==> src/rtl/uart_loader_if.sv <==
// ROM write-port bundle driven by the UART program loader.
// Signals: ce_o, wen_o, addr_o[31:0], data_o[31:0]; master drives, slave (ROM) receives.
interface uart_loader_if;
  logic        ce_o;
  logic        wen_o;
  logic [31:0] addr_o;
  logic [31:0] data_o;

  modport master (
    output ce_o,
    output wen_o,
    output addr_o,
    output data_o
  );

  modport slave (
    input ce_o,
    input wen_o,
    input addr_o,
    input data_o
  );
endinterface

==> src/rtl/uart_loader.sv <==
// UART 8N1 program loader: packs 4 bytes little-endian into words and
// writes them to consecutive ROM word addresses while debug is high.
// Ports: clk, rst (async, active-high), debug, uart_rxd, rom (write bus),
// err_o (sticky framing error).
// Optional: define UART_LOADER_TIMEOUT_EN to drop partial words after
// TIMEOUT_BITS idle bit-times.
module uart_loader #(
  parameter int CLK_FREQ     = 50_000_000,
  parameter int BAUD         = 115200,
  parameter int TIMEOUT_BITS = 20
) (
  input  logic          clk,
  input  logic          rst,
  input  logic          debug,
  input  logic          uart_rxd,
  uart_loader_if.master rom,
  output logic          err_o
);

  localparam int CPB = CLK_FREQ / BAUD;
  localparam logic [31:0] CPB_M1  = 32'(CPB - 1);
  localparam logic [31:0] HALF_M1 = 32'(CPB / 2 - 1);

  if (CPB < 4 || TIMEOUT_BITS < 1) begin : g_bad_cfg
    $error("uart_loader: CLKS_PER_BIT must be >= 4, TIMEOUT_BITS >= 1");
  end

  typedef enum logic [1:0] {
    S_IDLE,
    S_START,
    S_DATA,
    S_STOP
  } state_t;

  state_t      r_state;
  state_t      w_next;
  logic        r_rxd_s1;
  logic        r_rxd_s2;
  logic [31:0] r_cnt;
  logic [2:0]  r_bit;
  logic [7:0]  r_shift;
  logic [1:0]  r_bcnt;
  logic        r_ce;
  logic        r_wen;
  logic [31:0] r_addr;
  logic [31:0] r_data;
  logic        r_err;
  logic        w_cnt_clr;
  logic        w_shift;
  logic        w_accept;
  logic        w_ferr;

  always_ff @(posedge clk or posedge rst) begin
    if (rst) begin
      r_rxd_s1 <= 1'b1;
      r_rxd_s2 <= 1'b1;
    end else begin
      r_rxd_s1 <= uart_rxd;
      r_rxd_s2 <= r_rxd_s1;
    end
  end

  always_ff @(posedge clk or posedge rst) begin
    if (rst) begin
      r_state <= S_IDLE;
    end else begin
      r_state <= w_next;
    end
  end

  always_comb begin
    w_next    = r_state;
    w_cnt_clr = 1'b0;
    w_shift   = 1'b0;
    w_accept  = 1'b0;
    w_ferr    = 1'b0;
    unique case (r_state)
      S_IDLE: begin
        if (!r_rxd_s2) begin
          w_next    = S_START;
          w_cnt_clr = 1'b1;
        end
      end
      S_START: begin
        if (r_cnt == HALF_M1) begin
          w_cnt_clr = 1'b1;
          // a start bit gone high by mid-bit is a glitch
          w_next    = r_rxd_s2 ? S_IDLE : S_DATA;
        end
      end
      S_DATA: begin
        if (r_cnt == CPB_M1) begin
          w_cnt_clr = 1'b1;
          w_shift   = 1'b1;
          if (r_bit == 3'd7) begin
            w_next = S_STOP;
          end
        end
      end
      S_STOP: begin
        if (r_cnt == CPB_M1) begin
          w_cnt_clr = 1'b1;
          w_next    = S_IDLE;
          w_accept  = r_rxd_s2;
          w_ferr    = ~r_rxd_s2;
        end
      end
      default: w_next = S_IDLE;
    endcase
    if (!debug) begin
      w_next    = S_IDLE;
      w_cnt_clr = 1'b1;
      w_shift   = 1'b0;
      w_accept  = 1'b0;
      w_ferr    = 1'b0;
    end
  end

  always_ff @(posedge clk or posedge rst) begin
    if (rst) begin
      r_cnt   <= '0;
      r_bit   <= '0;
      r_shift <= '0;
    end else begin
      if (w_cnt_clr || r_state == S_IDLE) begin
        r_cnt <= '0;
      end else begin
        r_cnt <= r_cnt + 32'd1;
      end
      if (r_state == S_START) begin
        r_bit <= '0;
      end else if (w_shift) begin
        r_bit <= r_bit + 3'd1;
      end
      if (w_shift) begin
        r_shift <= {r_rxd_s2, r_shift[7:1]};
      end
    end
  end

`ifdef UART_LOADER_TIMEOUT_EN
  localparam logic [31:0] TO_M1 = 32'(TIMEOUT_BITS * CPB - 1);
  logic [31:0] r_to;
  logic        w_to_run;
  logic        w_to_expire;

  // runs only while idle with a partial word pending; a start bit clears it
  assign w_to_run    = debug && r_state == S_IDLE
                       && r_rxd_s2 && r_bcnt != 2'd0;
  assign w_to_expire = w_to_run && r_to == TO_M1;

  always_ff @(posedge clk or posedge rst) begin
    if (rst) begin
      r_to <= '0;
    end else if (!w_to_run || w_to_expire) begin
      r_to <= '0;
    end else begin
      r_to <= r_to + 32'd1;
    end
  end
`endif

  always_ff @(posedge clk or posedge rst) begin
    if (rst) begin
      r_ce   <= 1'b0;
      r_wen  <= 1'b0;
      r_addr <= '0;
      r_data <= '0;
      r_err  <= 1'b0;
      r_bcnt <= '0;
    end else begin
      r_ce <= debug;
      if (!debug) begin
        r_wen  <= 1'b0;
        r_addr <= '0;
        r_err  <= 1'b0;
        r_bcnt <= '0;
      end else begin
        r_wen <= 1'b0;
        if (r_wen) begin
          r_addr <= r_addr + 32'd4;
        end
        if (w_ferr) begin
          r_err <= 1'b1;
        end
        if (w_accept) begin
          r_data[8*r_bcnt +: 8] <= r_shift;
          r_bcnt                <= r_bcnt + 2'd1;
          if (r_bcnt == 2'd3) begin
            r_wen <= 1'b1;
          end
        end
`ifdef UART_LOADER_TIMEOUT_EN
        else if (w_to_expire) begin
          r_bcnt <= '0;
        end
`endif
      end
    end
  end

  assign rom.ce_o   = r_ce;
  assign rom.wen_o  = r_wen;
  assign rom.addr_o = r_addr;
  assign rom.data_o = r_data;
  assign err_o      = r_err;

endmodule

==> src/flat_wrapper.sv <==
// flat-port wrapper written by rule: the top's interface ports become plain ports
module uart_loader_flat 
#(
  parameter int CLK_FREQ     = 50_000_000,
  parameter int BAUD         = 115200,
  parameter int TIMEOUT_BITS = 20
)
  (clk, rst, debug, uart_rxd, err_o, rom_ce_o, rom_wen_o, rom_addr_o, rom_data_o);
  uart_loader_if rom_i ();
  input  logic clk;
  input  logic rst;
  input  logic debug;
  input  logic uart_rxd;
  output logic err_o;
  output wire logic [$bits(rom_i.ce_o)-1:0] rom_ce_o;
  output wire logic [$bits(rom_i.wen_o)-1:0] rom_wen_o;
  output wire logic [$bits(rom_i.addr_o)-1:0] rom_addr_o;
  output wire logic [$bits(rom_i.data_o)-1:0] rom_data_o;
  assign rom_ce_o = rom_i.ce_o;
  assign rom_wen_o = rom_i.wen_o;
  assign rom_addr_o = rom_i.addr_o;
  assign rom_data_o = rom_i.data_o;
  uart_loader #(.CLK_FREQ(CLK_FREQ), .BAUD(BAUD), .TIMEOUT_BITS(TIMEOUT_BITS)) u_core (.clk(clk), .rst(rst), .debug(debug), .uart_rxd(uart_rxd), .rom(rom_i), .err_o(err_o));
endmodule
==> config.mk <==
export PLATFORM = sky130hd
export DESIGN_NAME = uart_loader_flat
export DESIGN_NICKNAME = d
export VERILOG_FILES = /design/src/rtl/uart_loader_if.sv /design/src/rtl/uart_loader.sv /design/src/flat_wrapper.sv
export SDC_FILE = /design/constraint.sdc
export NUM_CORES = 1
export LEC_CHECK = 0
export BUFFER_PORTS_ARGS = -buffer_cell sky130_fd_sc_hd__buf_2
export CORE_ASPECT_RATIO = 0.7
export CORE_MARGIN = 5
export CORE_UTILIZATION = 35
export DETAILED_ROUTE_END_ITERATION = 8
export PLACE_DENSITY = 0.57
export SLEW_MARGIN = 20
export SYNTH_ARGS = -nofsm -noshare
export SYNTH_HDL_FRONTEND = slang
export SYNTH_SLANG_ARGS = --single-unit
==> constraint.sdc <==
create_clock -name clk -period 4.08 [get_ports clk]
set_clock_uncertainty 0.15 [all_clocks]
set_input_delay 0.408 -clock clk [delete_from_list [all_inputs] [get_ports clk]]
set_output_delay 0.408 -clock clk [all_outputs]
set_load 0.005 [all_outputs]
==> results of run 1 <==
-- cell families (layout without fill, tap and decap cells) --
family,Yosys count,count (layout)
xor+xnor,55,55
other cells,1,2
fa+ha+maj,11,11
compound gates,17,17
simple gates,238,238
flops,114,114
mux,44,44
buf+inv,65,152
-- layout make-up --
cell class / count / area [um^2] / area share [%]
clock inverters: 11 / 184 / 2.72
multi-input cells: 367 / 2450 / 36.3
repair buffers: 74 / 390 / 5.77
inverters: 47 / 179 / 2.64
flip-flops and latches: 114 / 2860 / 42.2
clock buffers: 20 / 457 / 6.75
well taps: 200 / 250 / 3.70
-- report_power, final --
part           switching [mW]  total, mW  internal [mW]
Clock                   0.511       1.62           1.11
Combinational          0.0410     0.0495        0.00844
Sequential            0.00330       1.14           1.14
-- worst paths after layout --
check / from / end / slack [ns]
setup / recovery: u_core.r_cnt[12] / u_core.r_cnt[24] / 1.60
hold / removal: u_core.r_rxd_s1 / u_core.r_rxd_s2 / 0.20
setup reg to reg: u_core.r_cnt[12] / u_core.r_cnt[24] / 1.60
hold reg to reg: u_core.r_rxd_s1 / u_core.r_rxd_s2 / 0.20
max in group asynchronous: rst / u_core.r_rxd_s1 / 2.33
min in group asynchronous: rst / u_core.rom.addr_o[9] / 0.49
-- cell usage in the layout (no fill, tap or decap), types with 2 or more instances in the layout --
master / synthesis / layout
and4_1: 6 / 6
bufinv_16: 0 / 5
clkbuf_16: 0 / 17
nand3_1: 21 / 21
or3_1: 6 / 6
or4_1: 2 / 2
xor2_1: 20 / 20
and3_1: 5 / 5
nand4_4: 4 / 4
inv_1: 47 / 46
dfstp_2: 2 / 2
conb_1: 1 / 2
xnor2_1: 35 / 35
nand4_1: 15 / 15
mux2_4: 5 / 5
or4_4: 4 / 4
dlygate4sd3_1: 0 / 2
ha_1: 11 / 11
dfrtp_1: 112 / 112
nor4_1: 17 / 17
a21oi_1: 5 / 5
clkbuf_8: 0 / 2
o21ai_0: 6 / 6
nor2b_1: 3 / 3
nor4_2: 2 / 2
nor3b_1: 4 / 3
nand2_1: 62 / 62
buf_2: 2 / 68
nor2_1: 67 / 67
mux2i_1: 37 / 37
mux2_2: 2 / 2
buf_4: 4 / 4
nor4b_1: 2 / 2
nor3_1: 16 / 15
clkinv_2: 0 / 5
-- routing by layer --
layer | wire length [um] | up-vias | track usage (%)
met3 | 675 | 8 | 4.98
li1 | - | 1984 | -
met1 | 6560 | 1980 | 20.8
met5 | 0 | - | 0
met4 | 108 | 0 | 4.32
met2 | 4980 | 99 | 19.1
-- per-stage QoR --
stage	setup slack, ns	hold WS (ns)	util (%)
global placement	1.56	0.198	39.3
floorplan	0.510	0.195	-
CTS	1.61	0.191	43.5
detailed placement	1.51	0.197	39.3
global route	1.33	0.206	43.5
finish	1.60	0.204	43.5
-- worst max-delay path, stage by stage (launching register included) --
cell     delay [ns]
dfrtp_1        0.43
nor4_1         0.40
nand4_1        0.23
nor3_1         0.47
o22a_1         0.23
buf_4          0.32
nor2_1         0.10
-- state kept, by name, indices dropped and copies added, names as in the netlist --
register	cells
u_core.r_state	2
u_core.rom.data_o	32
u_core.rom.wen_o	1
u_core.rom.addr_o	30
u_core.rom.ce_o	1
u_core.r_bit	3
u_core.r_bcnt	2
u_core.r_cnt	32
u_core.r_rxd_s2	1
u_core.err_o	1
u_core.r_shift	8
u_core.r_rxd_s1	1
==> results.ini, run 1 <==
[synth]
synth_xor_area_share_pct = 8.66
synth-adder-area-share_pct = 2.47
synthArstFlopShare_pct = 100
synth_top_area_share_pct = 50.4
yosys_warnings = 0
yosysUniqueCellTypes = 41
synth.mux.area_fraction_pct = 8.41
netlist_area_um2 = 5570
synth_edf_count = 0
ys_seq_area_share_pct = 51.3
synth_area_per_cell_um2 = 10.2
synth_compound_area_share_pct = 1.91
yosysMostFrequentCell = dfrtp_1
synthTopCellsByArea = dfrtp_1 (50%), mux2i_1 (6.7%), xnor2_1 (5.5%)
synth_simple_gate_area_share_pct = 22.3
ys_top_cells_by_count = dfrtp_1 (112), nor2_1 (67), nand2_1 (62)
synth-main-ff-cell = dfrtp_1
synth_top_family_by_area = simple AND/OR/NAND/NOR gates
yosys_register_bits = 114
syn_inst = 545
yosys.area.top_type = dfrtp_1

[final_layout]
antennaDiodeCount = 0
final_area_um2 = 6770
final_cells = 833
area_growth_pct = 21.7
nFillCells = 1480
fin_nets = 636
layout-drive-gt1-share_pct = 19.6

[route]
antenna_left = 0
num_vias = 4071
drt_first_pass_iters = 5
drt_iter0_markers = 198
wirelength_um = 12300
viasPerCell = 4.89
wl_per_cell_um = 14.8
drcViolationCount = 0

[die]
floorplan.initialDensity_pct = 35.8
fp.coreArea_um2 = 15500
fp.dieH_um = 116
die_x_um = 161
num_io_pins = 71
rows = 38
die-area_um2 = 18600

[timing]
setup_tns_ns = 0
finalSetupViolations = 0
fmax_mhz = 403
hold_viol = 0
slew_headroom_pct = 32.2
rsz0062_at_grt = no
min_period_ns = 2.48
finalCritPeriodShare_pct = 60.8
worst_pin_slew_ns = 1.01
slew_violations = 0

[grt]
grt_pass1_wl_um = 20800
grt_max_degree = 52
grt-ovfl-total = 0
track_usage_pct = 14.0
antenna_found_initial = 0
first_global_vias = 4040

[pwr]
powerDensity_nw_per_um2 = 414
p_leak_nw = 3.24
power_mw = 2.81
vdd_ir_drop_max_mv = 0.208

[clock_tree]
cts_made_buffers = 17
path_clk_slew_ns = 0.06
insertion_delay_ns = 0.41
cts_resized = 0
cts-root-buf = clkbuf_16
h-tree-depth = 4
cts_sinks = 114
clock_path_buffers = 2
postCtsSetupBuffers = 0
postCtsHoldBufs = 2
cts_tree = yes

[critical_path]
arrival_ns = 2.60
r2r_cells = 6
cp_max_fo = 32
critPathKind = register to register
end_kind = register
cp.required_ns = 4.20
setup.worst_path.start_class = register

[placement]
placement.io_buffers = 68
place_area_um2 = 6100
hpwl_um = 8570
dpl.cell_count = 800
gp_congestion = 0.769

[worst_hold_path]
hold_depth = 0
min_path_type = register to register

[job]
drv_cap = 0

[status]
status = finished, final reports clean

Power figures use the tool's default switching activity.
==> run 2: changes to the inputs <==
PLACE_DENSITY = 0.59   (was 0.57)
clock period = 2.12 ns   (was 4.08 ns; I/O delays follow)
==> results.ini, run 2 (synthesis results as in run 1) <==
[worst_hold_path]
min_path_type = input pin to register  ; was register to register
hold_end = u_core.rom.ce_o  ; was u_core.r_rxd_s2
hold_depth = 2  ; was 0
hold_start = debug  ; was u_core.r_rxd_s1

[die]
num_io_pins = 71  ; unchanged
floorplan.initialDensity_pct = 35.8  ; unchanged
die_x_um = 161  ; unchanged
fp.dieH_um = 116  ; unchanged
die-area_um2 = 18600  ; unchanged
rows = 38  ; unchanged
fp.coreArea_um2 = 15500  ; unchanged

[placement]
placement.io_buffers = 68  ; unchanged
place_ws_ns = -0.149  ; was 1.51 ns
gp_congestion = 0.774  ; was 0.769
hpwl_um = 9090  ; was 8570 um
place_area_um2 = 6620  ; was 6100 um^2

[grt]
antenna_found_initial = 0  ; unchanged
met1_usage_pct = 21.5  ; was 20.8%
grt.busiest_layer = met2  ; was met1
grt_pass1_wl_um = 22700  ; was 20800 um
first_global_vias = 4573  ; was 4040
grt_max_degree = 115  ; was 52
track_usage_pct = 15.2  ; was 14.0%
grt_util_met3_pct = 4.48  ; was 4.98%
grt-ovfl-total = 0  ; unchanged
grt_use_met2_pct = 22.6  ; was 19.1%

[timing]
hold_viol = 0  ; unchanged
setup_tns_ns = -3.31  ; was 0 ns
rsz0062_at_grt = yes  ; was no
slew_violations = 0  ; unchanged
min_period_ns = 2.26  ; was 2.48 ns
slew_headroom_pct = 57.4  ; was 32.2%
worst_pin_slew_ns = 0.639  ; was 1.01 ns
finalSetupViolations = 74  ; was 0
fmax_mhz = 443  ; was 403 MHz
finalWorstSetupSlack_ns = -0.136  ; was 1.60 ns
fin_hold_ws_ns = 0.0527  ; was 0.204 ns
finalCritPeriodShare_pct = 106  ; was 60.8%

[route]
num_vias = 4487  ; was 4071
antenna_left = 0  ; unchanged
drcViolationCount = 0  ; unchanged
drt_iter0_markers = 285  ; was 198
wirelength_um = 14300  ; was 12300 um
wl_per_cell_um = 15.8  ; was 14.8 um
viasPerCell = 4.95  ; was 4.89
drt_first_pass_iters = 4  ; was 5

[critical_path]
end_kind = register  ; unchanged
setup.worst_path.start_class = register  ; unchanged
arrival_ns = 2.40  ; was 2.60 ns
worst-r2r-setup-slack_ns = -0.14  ; was 1.60 ns
crit_top_cell = or4_4
crit_slowest_cell = or4_4  ; was nor3_1
cp_max_fo = 12  ; was 32
critPathKind = register to register  ; unchanged
reg2reg_to = u_core.r_shift[0]  ; was u_core.r_cnt[24]
cp.required_ns = 2.27  ; was 4.20 ns
critPathTopFamily = simple AND/OR/NAND/NOR gates  ; unchanged
worstReg2RegStart = u_core.r_cnt[0]  ; was u_core.r_cnt[12]
path_buf_inv = 1  ; unchanged
max_stage_delay_ns = 0.56  ; was 0.47 ns
r2r_cells = 6  ; unchanged
path_cells = buf_4 > ha_4 > nand2_2 > or4_4 > or4_4 > mux2_4  ; was nor4_1 > nand4_1 > nor3_1 > o22a_1 > buf_4 > nor2_1

[job]
drv_cap = 0  ; unchanged

[clock_tree]
cts_made_buffers = 17  ; unchanged
cts_tree = yes  ; unchanged
cts-root-buf = clkbuf_16  ; unchanged
cts_sinks = 114  ; unchanged
h-tree-depth = 4  ; unchanged
clock_path_buffers = 2  ; unchanged
path_clk_slew_ns = 0.06  ; about the same
insertion_delay_ns = 0.42  ; was 0.41 ns

[final_layout]
nFillCells = 1323  ; was 1480
final_cell_mix = dfrtp_1 (112), buf_2 (68), buf_4 (64), nand2_1 (60), inv_1 (45)  ; was dfrtp_1 (112), buf_2 (68), nor2_1 (67), nand2_1 (62), inv_1 (46)
antennaDiodeCount = 0  ; unchanged
final_area_um2 = 7960  ; was 6770 um^2
fin_nets = 709  ; was 636
layout_commonest_cell = dfrtp_1  ; unchanged
area_growth_pct = 42.9  ; was 21.7%
layout-drive-gt1-share_pct = 36.2  ; was 19.6%

[status]
failed_checks = negative setup slack
status = complete, but fails checks  ; was finished, final reports clean

[pwr]
p_leak_nw = 3.80  ; was 3.24 nW
power_mw = 5.83  ; was 2.81 mW
powerDensity_nw_per_um2 = 733  ; was 414 nW/um^2
vdd_ir_drop_max_mv = 0.504  ; was 0.208 mV

==> run 2: worst max-delay path by stage <==
| stage | from | end | slack [ns] | cells past startpoint |
|---|---|---|---|---|
| detailed placement | u_core.r_cnt[9] | u_core.rom.data_o[22] | -0.15 | 7 |
| finish | u_core.r_cnt[0] | u_core.r_shift[0] | -0.14 | 6 |
| floorplan | u_core.r_cnt[1] | u_core.r_shift[0] | -0.09 | 7 |
| global placement | u_core.r_cnt[9] | u_core.r_shift[3] | -0.10 | 4 |
| global route | u_core.r_cnt[27] | u_core.rom.data_o[7] | -0.19 | 7 |
| CTS | u_core.r_cnt[1] | u_core.r_shift[0] | -0.12 | 6 |
==> run 2: power by group <==
part | internal [mW] | switching, mW | total [mW]
Combinational | 0.0461 | 0.113 | 0.160
Clock | 2.47 | 1.01 | 3.48
Sequential | 2.19 | 0.00313 | 2.19
==> run 2: stage by stage <==
stage	cells	util [%]
6_report	907	51.2
5_1_grt	907	51.2
4_1_cts	895	47.6
3_5_place_dp	860	42.6
3_3_place_gp	860	42.6
2_1_floorplan	546	-
==> run 2: repair_timing <==
item,CTS,global route
resized for setup,8,96
setup buffers,1,10
gates cloned,0,4
setup endpoints to repair,84,93
hold endpoints to repair,113,0
pin swaps,0,43
hold buffers,2,0
==> run 2: cell type report <==
class	instances	area, um^2	area share [%]
clock buffers	22	454	5.71
clock inverters	10	253	3.18
inverters	47	180	2.26
multi-input cells	368	2930	36.9
flip-flops and latches	114	2860	35.9
well taps	200	250	3.15
repair buffers	146	1030	12.9
==> run 2: layer usage <==
metal | wire (um) | vias up
li1 | - | 2140
met1 | 7110 | 2252
met2 | 6490 | 81
met3 | 537 | 14
met4 | 182 | 0
met5 | 0 | -
==> run 3: changes to the inputs <==
--- a/config.mk
+++ b/config.mk
@@ -10,6 +10,6 @@
 export CORE_MARGIN = 5
 export CORE_UTILIZATION = 35
+export CTS_CLUSTER_SIZE = 16
 export DETAILED_ROUTE_END_ITERATION = 8
-export PLACE_DENSITY = 0.59
 export SLEW_MARGIN = 20
 export SYNTH_ARGS = -nofsm -noshare
==> constraint.sdc (replaced) <==
create_clock -name clk -period 2.12 [get_ports clk]
set_clock_uncertainty 0.15 [all_clocks]
set_input_delay 0.424 -clock clk [delete_from_list [all_inputs] [get_ports clk]]
set_output_delay 0.424 -clock clk [all_outputs]
set_load 0.005 [all_outputs]
==> results.ini, run 3 (synthesis results as in run 1) <==
[clock_tree]
insertion_delay_ns = 0.41  ; was 0.42 ns
clock_path_buffers = 2  ; unchanged
cts_made_buffers = 17  ; unchanged
cts-root-buf = clkbuf_16  ; unchanged
cts_sinks = 114  ; unchanged
h-tree-depth = 4  ; unchanged
cts_tree = yes  ; unchanged
path_clk_slew_ns = 0.05  ; was 0.06 ns

[final_layout]
final_cell_mix = dfrtp_1 (112), buf_4 (71), buf_2 (68), nor2_1 (64), nand2_1 (59)  ; was dfrtp_1 (112), buf_2 (68), buf_4 (64), nand2_1 (60), inv_1 (45)
layout_commonest_cell = dfrtp_1  ; unchanged
layout-drive-gt1-share_pct = 34.2  ; was 36.2%
nFillCells = 1366  ; was 1323
antennaDiodeCount = 0  ; unchanged
fin_nets = 714  ; was 709
final_area_um2 = 7750  ; was 7960 um^2
area_growth_pct = 39.3  ; was 42.9%
multi_input_area_um2 = 2810  ; was 2930 um^2
final_util_pct = 49.8  ; was 51.2%
regArea_um2 = 2860  ; unchanged

[critical_path]
path_buf_inv = 1  ; unchanged
critPathTopFamily = simple AND/OR/NAND/NOR gates  ; unchanged
crit_slowest_cell = or4_4  ; unchanged
critPathKind = register to register  ; unchanged
end_kind = register  ; unchanged
cp.required_ns = 2.26  ; was 2.27 ns
arrival_ns = 2.41  ; was 2.40 ns
crit_top_cell = or4_4  ; unchanged
cp_max_fo = 12  ; unchanged
max_stage_delay_ns = 0.57  ; was 0.56 ns
path_cells = buf_4 > ha_4 > nand2_2 > or4_4 > or4_4 > mux2_4  ; unchanged
setup.worst_path.start_class = register  ; unchanged

[route]
num_vias = 4470  ; was 4487
viasPerCell = 4.91  ; was 4.95
wl_per_cell_um = 15.8  ; about the same
antenna_left = 0  ; unchanged
drcViolationCount = 0  ; unchanged
drt_first_pass_iters = 4  ; unchanged
drt_iter0_markers = 316  ; was 285
wirelength_um = 14400  ; was 14300 um

[placement]
gp_congestion = 0.778  ; was 0.774
placement.io_buffers = 68  ; unchanged
hpwl_um = 9590  ; was 9090 um
place_area_um2 = 6690  ; was 6620 um^2
place_ws_ns = -0.324  ; was -0.149 ns

[die]
rows = 38  ; unchanged
die_x_um = 161  ; unchanged
fp.coreArea_um2 = 15500  ; unchanged
fp.dieH_um = 116  ; unchanged
die-area_um2 = 18600  ; unchanged
floorplan.initialDensity_pct = 35.8  ; unchanged
num_io_pins = 71  ; unchanged

[grt]
grt_max_degree = 54  ; was 115
track_usage_pct = 15.6  ; was 15.2%
first_global_vias = 4534  ; was 4573
grt_pass1_wl_um = 23300  ; was 22700 um
grt-ovfl-total = 0  ; unchanged
antenna_found_initial = 0  ; unchanged

[timing]
slew_violations = 0  ; unchanged
rsz0062_at_grt = yes  ; unchanged
finalCritPeriodShare_pct = 107  ; was 106%
hold_viol = 0  ; unchanged
min_period_ns = 2.27  ; was 2.26 ns
finalSetupViolations = 76  ; was 74
fmax_mhz = 441  ; was 443 MHz
fin_hold_ws_ns = 0.207  ; was 0.0527 ns
finalWorstSetupSlack_ns = -0.150  ; was -0.136 ns
worst_pin_slew_ns = 0.550  ; was 0.639 ns
slew_headroom_pct = 63.3  ; was 57.4%

[status]
failed_checks = negative setup slack  ; unchanged
status = complete, but fails checks  ; unchanged

[pwr]
power_mw = 5.36  ; was 5.83 mW
vdd_ir_drop_max_mv = 0.604  ; was 0.504 mV
p_leak_nw = 3.84  ; was 3.80 nW
powerDensity_nw_per_um2 = 691  ; was 733 nW/um^2

[worst_hold_path]
min_path_type = register to register  ; was input pin to register

[job]
drv_cap = 0  ; unchanged

run 3: stage by stage:
stage | setup TNS [ns] | instances
finish | -3.30 | 911
global route | -9.37 | 911
CTS | -4.09 | 900
detailed placement | -17.94 | 863
global placement | -13.18 | 863
floorplan | -0.457 | 546
run 3: routing by layer:
layer | global-route usage, % | part of all wire, % | vias to the layer above
met5 | 0 | 0 | -
met4 | 5.91 | 1.2 | 0
met1 | 21.9 | 50 | 2228
met2 | 23.5 | 45 | 80
met3 | 3.87 | 4.3 | 18
li1 | - | - | 2144
run 3: worst paths after layout:
kind                                 startpoint               endpoint  slack [ns]  depth (start not counted)
min in group asynchronous                   rst       u_core.r_cnt[15]        0.38                          3
worst max register to register  u_core.r_cnt[0]      u_core.r_shift[4]       -0.15                          6
worst max-delay path            u_core.r_cnt[0]      u_core.r_shift[4]       -0.15                          6
worst min register to register  u_core.r_rxd_s1        u_core.r_rxd_s2        0.21                          0
max in group asynchronous                   rst  u_core.rom.addr_o[27]        0.84                          4
worst min-delay path            u_core.r_rxd_s1        u_core.r_rxd_s2        0.21                          0
run 3: worst register-to-register path: cells and delay by family (launching register included):
family | cells | cell delay, ns
flip-flops | 1 | 0.35
buffers and inverters | 1 | 0.12
AND/OR/NAND/NOR | 3 | 1.06
adder cells (fa/ha/maj) | 1 | 0.12
multiplexers | 1 | 0.34
run 3: timing repair:
item | 4_1_cts | 5_1_grt
hold endpoints to repair | 11 | 0
hold buffers | 2 | 0
pin swaps | 7 | 23
setup endpoints to repair | 84 | 99
gates cloned | 1 | 2
buffers inserted | 3 | 11
gates resized for setup | 23 | 35
run 3: layout make-up:
class,count,area share (%)
inverters,47,2.32
clock buffers,21,6.07
clock inverters,10,2.02
repair buffers,150,13.3
well taps,200,3.23
multi-input cells,369,36.2
flip-flops and latches,114,36.8
run 3: power breakdown:
group | switching [mW] | leakage (nW) | internal, mW | total (mW)
clock network | 0.990 | 0.309 | 2.05 | 3.04
registers | 0.00340 | 1.41 | 2.19 | 2.19
logic | 0.0954 | 2.12 | 0.0367 | 0.132
total | 1.09 | 3.84 | 4.27 | 5.36
